## config.mk

```make
export PLATFORM = sky130hd
export DESIGN_NAME = hub75_scan_ctrl
export DESIGN_NICKNAME = d
export VERILOG_FILES = /design/src/rtl/hub75_pkg.sv /design/src/rtl/hub75_bcm_timer.sv /design/src/rtl/hub75_scan_ctrl.sv
export SDC_FILE = /design/constraint.sdc
export NUM_CORES = 1
export LEC_CHECK = 0
export BUFFER_PORTS_ARGS = -buffer_cell sky130_fd_sc_hd__buf_2
export CELL_PAD_IN_SITES_DETAIL_PLACEMENT = 2
export CELL_PAD_IN_SITES_GLOBAL_PLACEMENT = 2
export CORE_ASPECT_RATIO = 1.75
export CORE_MARGIN = 2
export CORE_UTILIZATION = 37
export CTS_BUF_LIST = sky130_fd_sc_hd__clkbuf_8
export DETAILED_ROUTE_END_ITERATION = 6
export GPL_TIMING_DRIVEN = 0
export PLACE_DENSITY = 0.94
export SYNTH_ARGS = -nofsm -noshare
export SYNTH_HDL_FRONTEND = slang
export SYNTH_SLANG_ARGS = --single-unit
```

## constraint.sdc

```tcl
create_clock -name clk -period 2.6 [get_ports clk]
set_clock_uncertainty 0.05 [all_clocks]
set_input_delay 0.26 -clock clk [delete_from_list [all_inputs] [get_ports clk]]
set_output_delay 0.26 -clock clk [all_outputs]
set_load 0.005 [all_outputs]
```

## src/rtl/hub75_pkg.sv

```systemverilog
// rtl/hub75_pkg.sv - shared scan states and default panel geometry
package hub75_pkg;

    localparam int HPIXEL   = 64;
    localparam int VPIXEL   = 64;
    localparam int BPP      = 8;
    localparam int SEGMENTS = 2;

    typedef logic [2:0] scan_state_t;

    localparam scan_state_t IDLE      = 3'd0;
    localparam scan_state_t START     = 3'd1;
    localparam scan_state_t WAIT_ACK  = 3'd2;
    localparam scan_state_t WAIT_DONE = 3'd3;
    localparam scan_state_t BLANK     = 3'd4;
    localparam scan_state_t DISPLAY   = 3'd5;

endpackage

```

## src/rtl/hub75_bcm_timer.sv

```systemverilog
// rtl/hub75_bcm_timer.sv - loadable down-counter timing the blank and BCM display phases
module hub75_bcm_timer #(
    parameter int WIDTH_P = 24
) (
    input  logic               clk,
    input  logic               rst,
    input  logic               i_load,
    input  logic [WIDTH_P-1:0] i_value,
    output logic               o_done
);

    logic [WIDTH_P-1:0] r_count;

    always_ff @(posedge clk or posedge rst) begin
        if (rst) begin
            r_count <= '0;
        end else if (i_load) begin
            r_count <= i_value;
        end else if (r_count != '0) begin
            r_count <= r_count - 1'b1;
        end
    end

    // A phase loaded with N stays active for exactly N cycles: it exits on the cycle showing 1.
    assign o_done = (r_count <= WIDTH_P'(1));

endmodule

```

## src/rtl/hub75_scan_ctrl.sv

```systemverilog
// rtl/hub75_scan_ctrl.sv - frame/row/bit-plane sequencer driving the HUB75 shifter and OE
module hub75_scan_ctrl
    import hub75_pkg::*;
#(
    parameter  int hpixel_p        = HPIXEL,
    parameter  int vpixel_p        = VPIXEL,
    parameter  int bpp_p           = BPP,
    parameter  int segments_p      = SEGMENTS,
    localparam int rows_p          = vpixel_p / segments_p,
    localparam int row_w_p         = $clog2(rows_p),
    localparam int addr_width_p    = $clog2(hpixel_p * vpixel_p),
    localparam int pix_bit_width_p = $clog2(bpp_p),
    localparam int cnt_w_p         = 16 + bpp_p
) (
    input  logic                       clk,
    input  logic                       rst,
    input  logic                       i_enable,
    input  logic [15:0]                i_base_time,
    input  logic [7:0]                 i_blank_cycles,
    output logic                       o_tx_start,
    output logic [addr_width_p-1:0]    o_init_addr,
    output logic [pix_bit_width_p-1:0] o_pix_bit,
    input  logic                       i_tx_ready,
    output logic [row_w_p-1:0]         o_row_addr,
    output logic                       o_oe_n,
    output logic                       o_frame_done,
    output logic                       o_busy
);

    localparam logic [pix_bit_width_p-1:0] BIT_MSB  = pix_bit_width_p'(bpp_p - 1);
    localparam logic [row_w_p-1:0]         ROW_LAST = row_w_p'(rows_p - 1);

    scan_state_t                r_state;
    logic [row_w_p-1:0]         r_row;
    logic [pix_bit_width_p-1:0] r_bit;
    logic [addr_width_p-1:0]    r_init_addr;
    logic [pix_bit_width_p-1:0] r_pix_bit;
    logic [row_w_p-1:0]         r_row_addr;
    logic                       r_oe_n;
    logic                       r_tx_start;
    logic                       r_frame_done;

    logic                       w_load;
    logic [cnt_w_p-1:0]         w_value;
    logic [cnt_w_p-1:0]         w_blank_val;
    logic [cnt_w_p-1:0]         w_disp_shift;
    logic [cnt_w_p-1:0]         w_disp_val;
    logic [addr_width_p-1:0]    w_init_addr;
    logic                       w_done;

    assign w_blank_val  = (i_blank_cycles == 8'd0) ? cnt_w_p'(1) : cnt_w_p'(i_blank_cycles);
    assign w_disp_shift = cnt_w_p'(i_base_time) << r_bit;
    assign w_disp_val   = (w_disp_shift == '0) ? cnt_w_p'(1) : w_disp_shift;
    assign w_init_addr  = addr_width_p'(r_row) * addr_width_p'(hpixel_p);

    // Timer is reloaded on the same edge that enters BLANK or DISPLAY, so the
    // timing inputs are sampled exactly once per phase.
    always_comb begin
        w_load  = 1'b0;
        w_value = w_blank_val;
        if (r_state == WAIT_DONE && i_tx_ready) begin
            w_load  = 1'b1;
            w_value = w_blank_val;
        end else if (r_state == BLANK && w_done) begin
            w_load  = 1'b1;
            w_value = w_disp_val;
        end
    end

    hub75_bcm_timer #(.WIDTH_P(cnt_w_p)) u_timer (
        .clk     (clk),
        .rst     (rst),
        .i_load  (w_load),
        .i_value (w_value),
        .o_done  (w_done)
    );

    always_ff @(posedge clk or posedge rst) begin
        if (rst) begin
            r_state      <= IDLE;
            r_row        <= '0;
            r_bit        <= BIT_MSB;
            r_init_addr  <= '0;
            r_pix_bit    <= BIT_MSB;
            r_row_addr   <= '0;
            r_oe_n       <= 1'b1;
            r_tx_start   <= 1'b0;
            r_frame_done <= 1'b0;
        end else begin
            r_tx_start   <= 1'b0;
            r_frame_done <= 1'b0;
            case (r_state)
                IDLE: begin
                    r_oe_n <= 1'b1;
                    if (i_enable) begin
                        r_row   <= '0;
                        r_bit   <= BIT_MSB;
                        r_state <= START;
                    end
                end
                START: begin
                    r_init_addr <= w_init_addr;
                    r_pix_bit   <= r_bit;
                    if (i_tx_ready) begin
                        r_tx_start <= 1'b1;
                        r_state    <= WAIT_ACK;
                    end
                end
                WAIT_ACK: begin
                    if (!i_tx_ready) r_state <= WAIT_DONE;
                end
                WAIT_DONE: begin
                    if (i_tx_ready) begin
                        r_row_addr <= r_row;
                        r_oe_n     <= 1'b1;
                        r_state    <= BLANK;
                    end
                end
                BLANK: begin
                    if (w_done) begin
                        r_oe_n  <= 1'b0;
                        r_state <= DISPLAY;
                    end
                end
                DISPLAY: begin
                    if (w_done) begin
                        r_oe_n <= 1'b1;
                        if (r_bit != '0) begin
                            r_bit <= r_bit - 1'b1;
                        end else begin
                            r_bit <= BIT_MSB;
                            if (r_row == ROW_LAST) begin
                                r_row        <= '0;
                                r_frame_done <= 1'b1;
                            end else begin
                                r_row <= r_row + 1'b1;
                            end
                        end
                        r_state <= i_enable ? START : IDLE;
                    end
                end
                default: begin
                    r_oe_n  <= 1'b1;
                    r_state <= IDLE;
                end
            endcase
        end
    end

    assign o_tx_start   = r_tx_start;
    assign o_init_addr  = r_init_addr;
    assign o_pix_bit    = r_pix_bit;
    assign o_row_addr   = r_row_addr;
    assign o_oe_n       = r_oe_n;
    assign o_frame_done = r_frame_done;
    assign o_busy       = (r_state != IDLE);

endmodule
```

==> summary.txt <==
Global routing
  • Initial antenna violation count: 0
  • Vias in the first global route: 4406
  • Gr ovfl total: 0
  • Maximum number of pins on one net before global-route repair: 28
  • Overall global routing resource usage: 0.310
  • First-pass GRT wire length: 25.2 mm

Worst setup path
  • Slowest CP cell: dfstp_2
  • WP data arrival: 2.76 ns
  • Crit-path max cell delay: 0.61 ns
  • Crit Path Category: reg2reg
  • CP top delay family: multiplexers
  • Crit path launch type: register
  • Worst Path Required: 2.81 ns
  • Buf+Inv Stages, Crit Path: 2
  • Top fanout value on the critical path: 10
  • Crit path launch: r_bit[2]
  • Worst r2r src: r_bit[2]
  • CP cell instances: buf_2 -> buf_2 -> mux2i_1 -> mux2i_1 -> mux2i_1 -> nand4_1 -> o21ai_1
  • CP endpoint kind: register
  • Crit-path most repeated cell: mux2i_1

Power and ir drop
  • Clock share of power: 0.319
  • P_leak: 0.00185 uW
  • Flop pwr share: 0.510
  • Power Density: 373 nW/um^2
  • Switch Pwr: 499 uW
  • Combinational power share: 0.170
  • Switching Fraction: 0.306
  • Internal cell power: 1130 uW
  • Worst VDD drop: 0.317 mV

STA
  • Final hold vios: 0
  • Period utilisation layout: 0.982
  • Fmax: 392 MHz
  • Crit path time final: 2.55 ns
  • Setup slack after layout: 0.0459 ns
  • RSZ-0062 raised after global routing: false
  • Final setup fails: 0
  • Fin. max-slew vios: 0
  • Slew HR: 0.426
  • Setup TNS: 0 ns
  • Worst-Margin Slew: 0.858 ns

Synthesis
  • Post-Synthesis Cells: 423
  • Sequential area share after synthesis: 0.340
  • Asr flop ratio synth: 1.00
  • Synth warn: 0
  • Mux share of post-synthesis cell area: 0.132
  • Largest family of logic cells by synthesized area: simple AND/OR/NAND/NOR gates
  • Mean area per synthesized cell: 8.93 sq um
  • Yosys reg bits: 51
  • EDFF count, synth: 0
  • Synth area leader: dfrtp_1
  • Library cells used by synthesis: 68
  • Top_reg_cell synth: dfrtp_1
  • Xor and xnor area share after synthesis: 0.0464
  • Adder-cell area share of the yosys netlist: 0.0232
  • Area contributors post-synth: dfrtp_1 29%, mux2_2 5.1%, dfstp_2 4.9%, nand2_1 4.9%, mux2i_1 4.5%
  • Post-Syn Area: 3780 sq um
  • Yosys top cell area share: 0.291
  • Synth Area in Compound Gates: 0.151
  • Synth Area in Simple Gates: 0.263

Final layout
  • Inserted Diodes: 0
  • Area Growth Syn to Fin: 15.7%
  • Layout filler cell count: 1098
  • Layout cells sized above 1: 0.255
  • Post-layout util: 0.441
  • Fin nets: 516
  • Final instance area: 4370 sq um
  • Final std cells w/o fill: 607

CTS
  • Root buffer cell: clkbuf_8
  • H-tree depth: 2
  • CTS sink count: 51
  • CTS max path bufs: 2
  • Clock-pin slew on the worst setup and hold paths: 0.11 ns
  • CTS tree: built
  • Num CTS Buffers: 5
  • # Post-CTS Setup Buffers: 0
  • Clock Latency Late Sink: 0.33 ns

Detailed routing
  • Wirelength per Cell: 26.7 um
  • Routed WL: 16.2 mm
  • Drt drc: 0
  • Pre-Repair DR Iteration Count: 5
  • Vias: 3797
  • Vias per inst: 6.26
  • Post-route ant nets: 0
  • Initial DRC Count: 310

Placement
  • GP Congestion: 0.915
  • Pre-CTS setup slack: -0.213 ns
  • Placed cell count: 599
  • Port Buf Inserts: 44
  • DPL Wire Length: 12.0 mm
  • Placed Instance Area: 4200 sq um

Min path
  • Hold Startpoint: i_blank_cycles[3]
  • Worst hold path class: in2reg

Status
  • Status: finished clean

Floorplanning
  • Site Rows: 48
  • Die Area: 11100 sq um
  • DIE WIDTH: 80.4 um
  • Core Region: 9910 sq um
  • IO Count: 52
  • Initial core utilization: 0.381
  • Die Y-Extent: 138 um

Flow run
  • Max_cap viols: 0
## worst register-to-register path, delay by kind of cell, from the launching register on
family	cells	cell delay [ns]
flops	1	0.61
mux	3	0.79
buf+inv	2	0.62
simple gates	1	0.24
compound gates	1	0.18
## state kept, by name (all words and copies together) (netlist names)
signal,cells
r_state,3
r_bit,3
r_row,5
o_tx_start,1
o_oe_n,1
o_pix_bit,3
u_timer.r_count,24
o_init_addr,5
o_frame_done,1
o_row_addr,5
## metal layers
layer,global-route usage,share of wire,vias to the layer above
met3,0.0334,0.034,63
met5,0,0,-
met1,0.320,0.35,1924
met4,0.204,0.068,0
li1,-,-,1662
met2,0.574,0.55,148
## cells by family (layout without fill, tap and decap cells)
kind of cell,Yosys count,in the layout
DFF,51,51
buffers and inverters,34,87
muxes,40,40
and+or+nand+nor,182,182
other,1,7
adders and majority gates,7,7
xor gates and xnor gates,20,20
AOI/OAI and AO/OA,88,88
## placed cells by master, fill, tap and decap left out, types with 8 or more instances in the layout
cell type	Yosys	routed
buf_2	4	49
nand2_1	49	49
dfrtp_1	44	44
nor2_1	44	42
a21oi_1	19	18
mux2i_1	17	17
mux2_2	17	17
o21ai_0	18	17
xnor2_1	15	15
nor3_1	14	14
nand3_1	11	11
o22ai_1	11	11
nor4_1	10	10
buf_4	8	10
o21ai_1	7	8
## what timing repair did
item / in CTS / in global routing
endpoints found under the hold margin: 20 / 0
endpoints found under the setup margin: 15 / 21
pin swaps: 0 / 0
resized for setup: 9 / 13
hold buffers: 1 / 0
## worst paths after layout
kind,endpoint,slack (ns),depth (start not counted)
max in group asynchronous,o_oe_n,1.36,4
min in group asynchronous,u_timer.r_count[14],0.52,3
worst min-delay path,u_timer.r_count[3],0.11,2
worst max-delay path,u_timer.r_count[0],0.05,7
worst max register to register,u_timer.r_count[0],0.05,7
worst min register to register,o_row_addr[4],0.47,2
## per-stage QoR
stage	power, uW	hold slack, ns
2_1_floorplan	990	0.326
3_3_place_gp	1080	0.407
3_5_place_dp	1110	0.327
4_1_cts	1630	0.106
5_1_grt	1680	0.103
6_report	1630	0.108
## synthesized netlist by cell type (2+ instances only)
master / instances
nand2_1: 49
dfrtp_1: 44
nor2_1: 44
a21oi_1: 19
o21ai_0: 18
mux2_2: 17
mux2i_1: 17
xnor2_1: 15
nor3_1: 14
nand3_1: 11
o22ai_1: 11
nor4_1: 10
clkbuf_1: 9
buf_4: 8
a22oi_1: 7
dfstp_2: 7
ha_1: 7
inv_1: 7
o21ai_1: 7
mux4_2: 6
nand2b_1: 6
and3_1: 5
buf_1: 5
o31ai_1: 5
xor2_1: 5
buf_2: 4
or4_1: 4
nand3b_1: 3
nand4_1: 3
nand4b_1: 3
nor3b_1: 3
nor4_4: 3
or3_1: 3
a211o_1: 2
and2_1: 2
and4_1: 2
nor2b_1: 2
nor3_2: 2
nor4b_1: 2
o22ai_2: 2
or2_1: 2
or2_4: 2
## power by group through the flow
stage | combinational (uW) | sequential (uW) | clock (uW)
after CTS | 270 | 830 | 528
after global routing | 294 | 834 | 552
final | 278 | 832 | 520
after global placement | 239 | 842 | 0
after floorplan | 153 | 838 | 0
after detailed placement | 261 | 845 | 0
## cell type report
type | instances | area (sq um) | area share
multi-input combinational | 344 | 2400 | 0.550
sequential | 51 | 1280 | 0.294
timing repair buffer | 46 | 258 | 0.0590
tap | 125 | 156 | 0.0358
buffer | 25 | 143 | 0.0326
clock buffer | 6 | 82.6 | 0.0189
inverter | 8 | 30.0 | 0.00687
clock inverter | 2 | 12.5 | 0.00286
(Power assumes the default switching activity.)
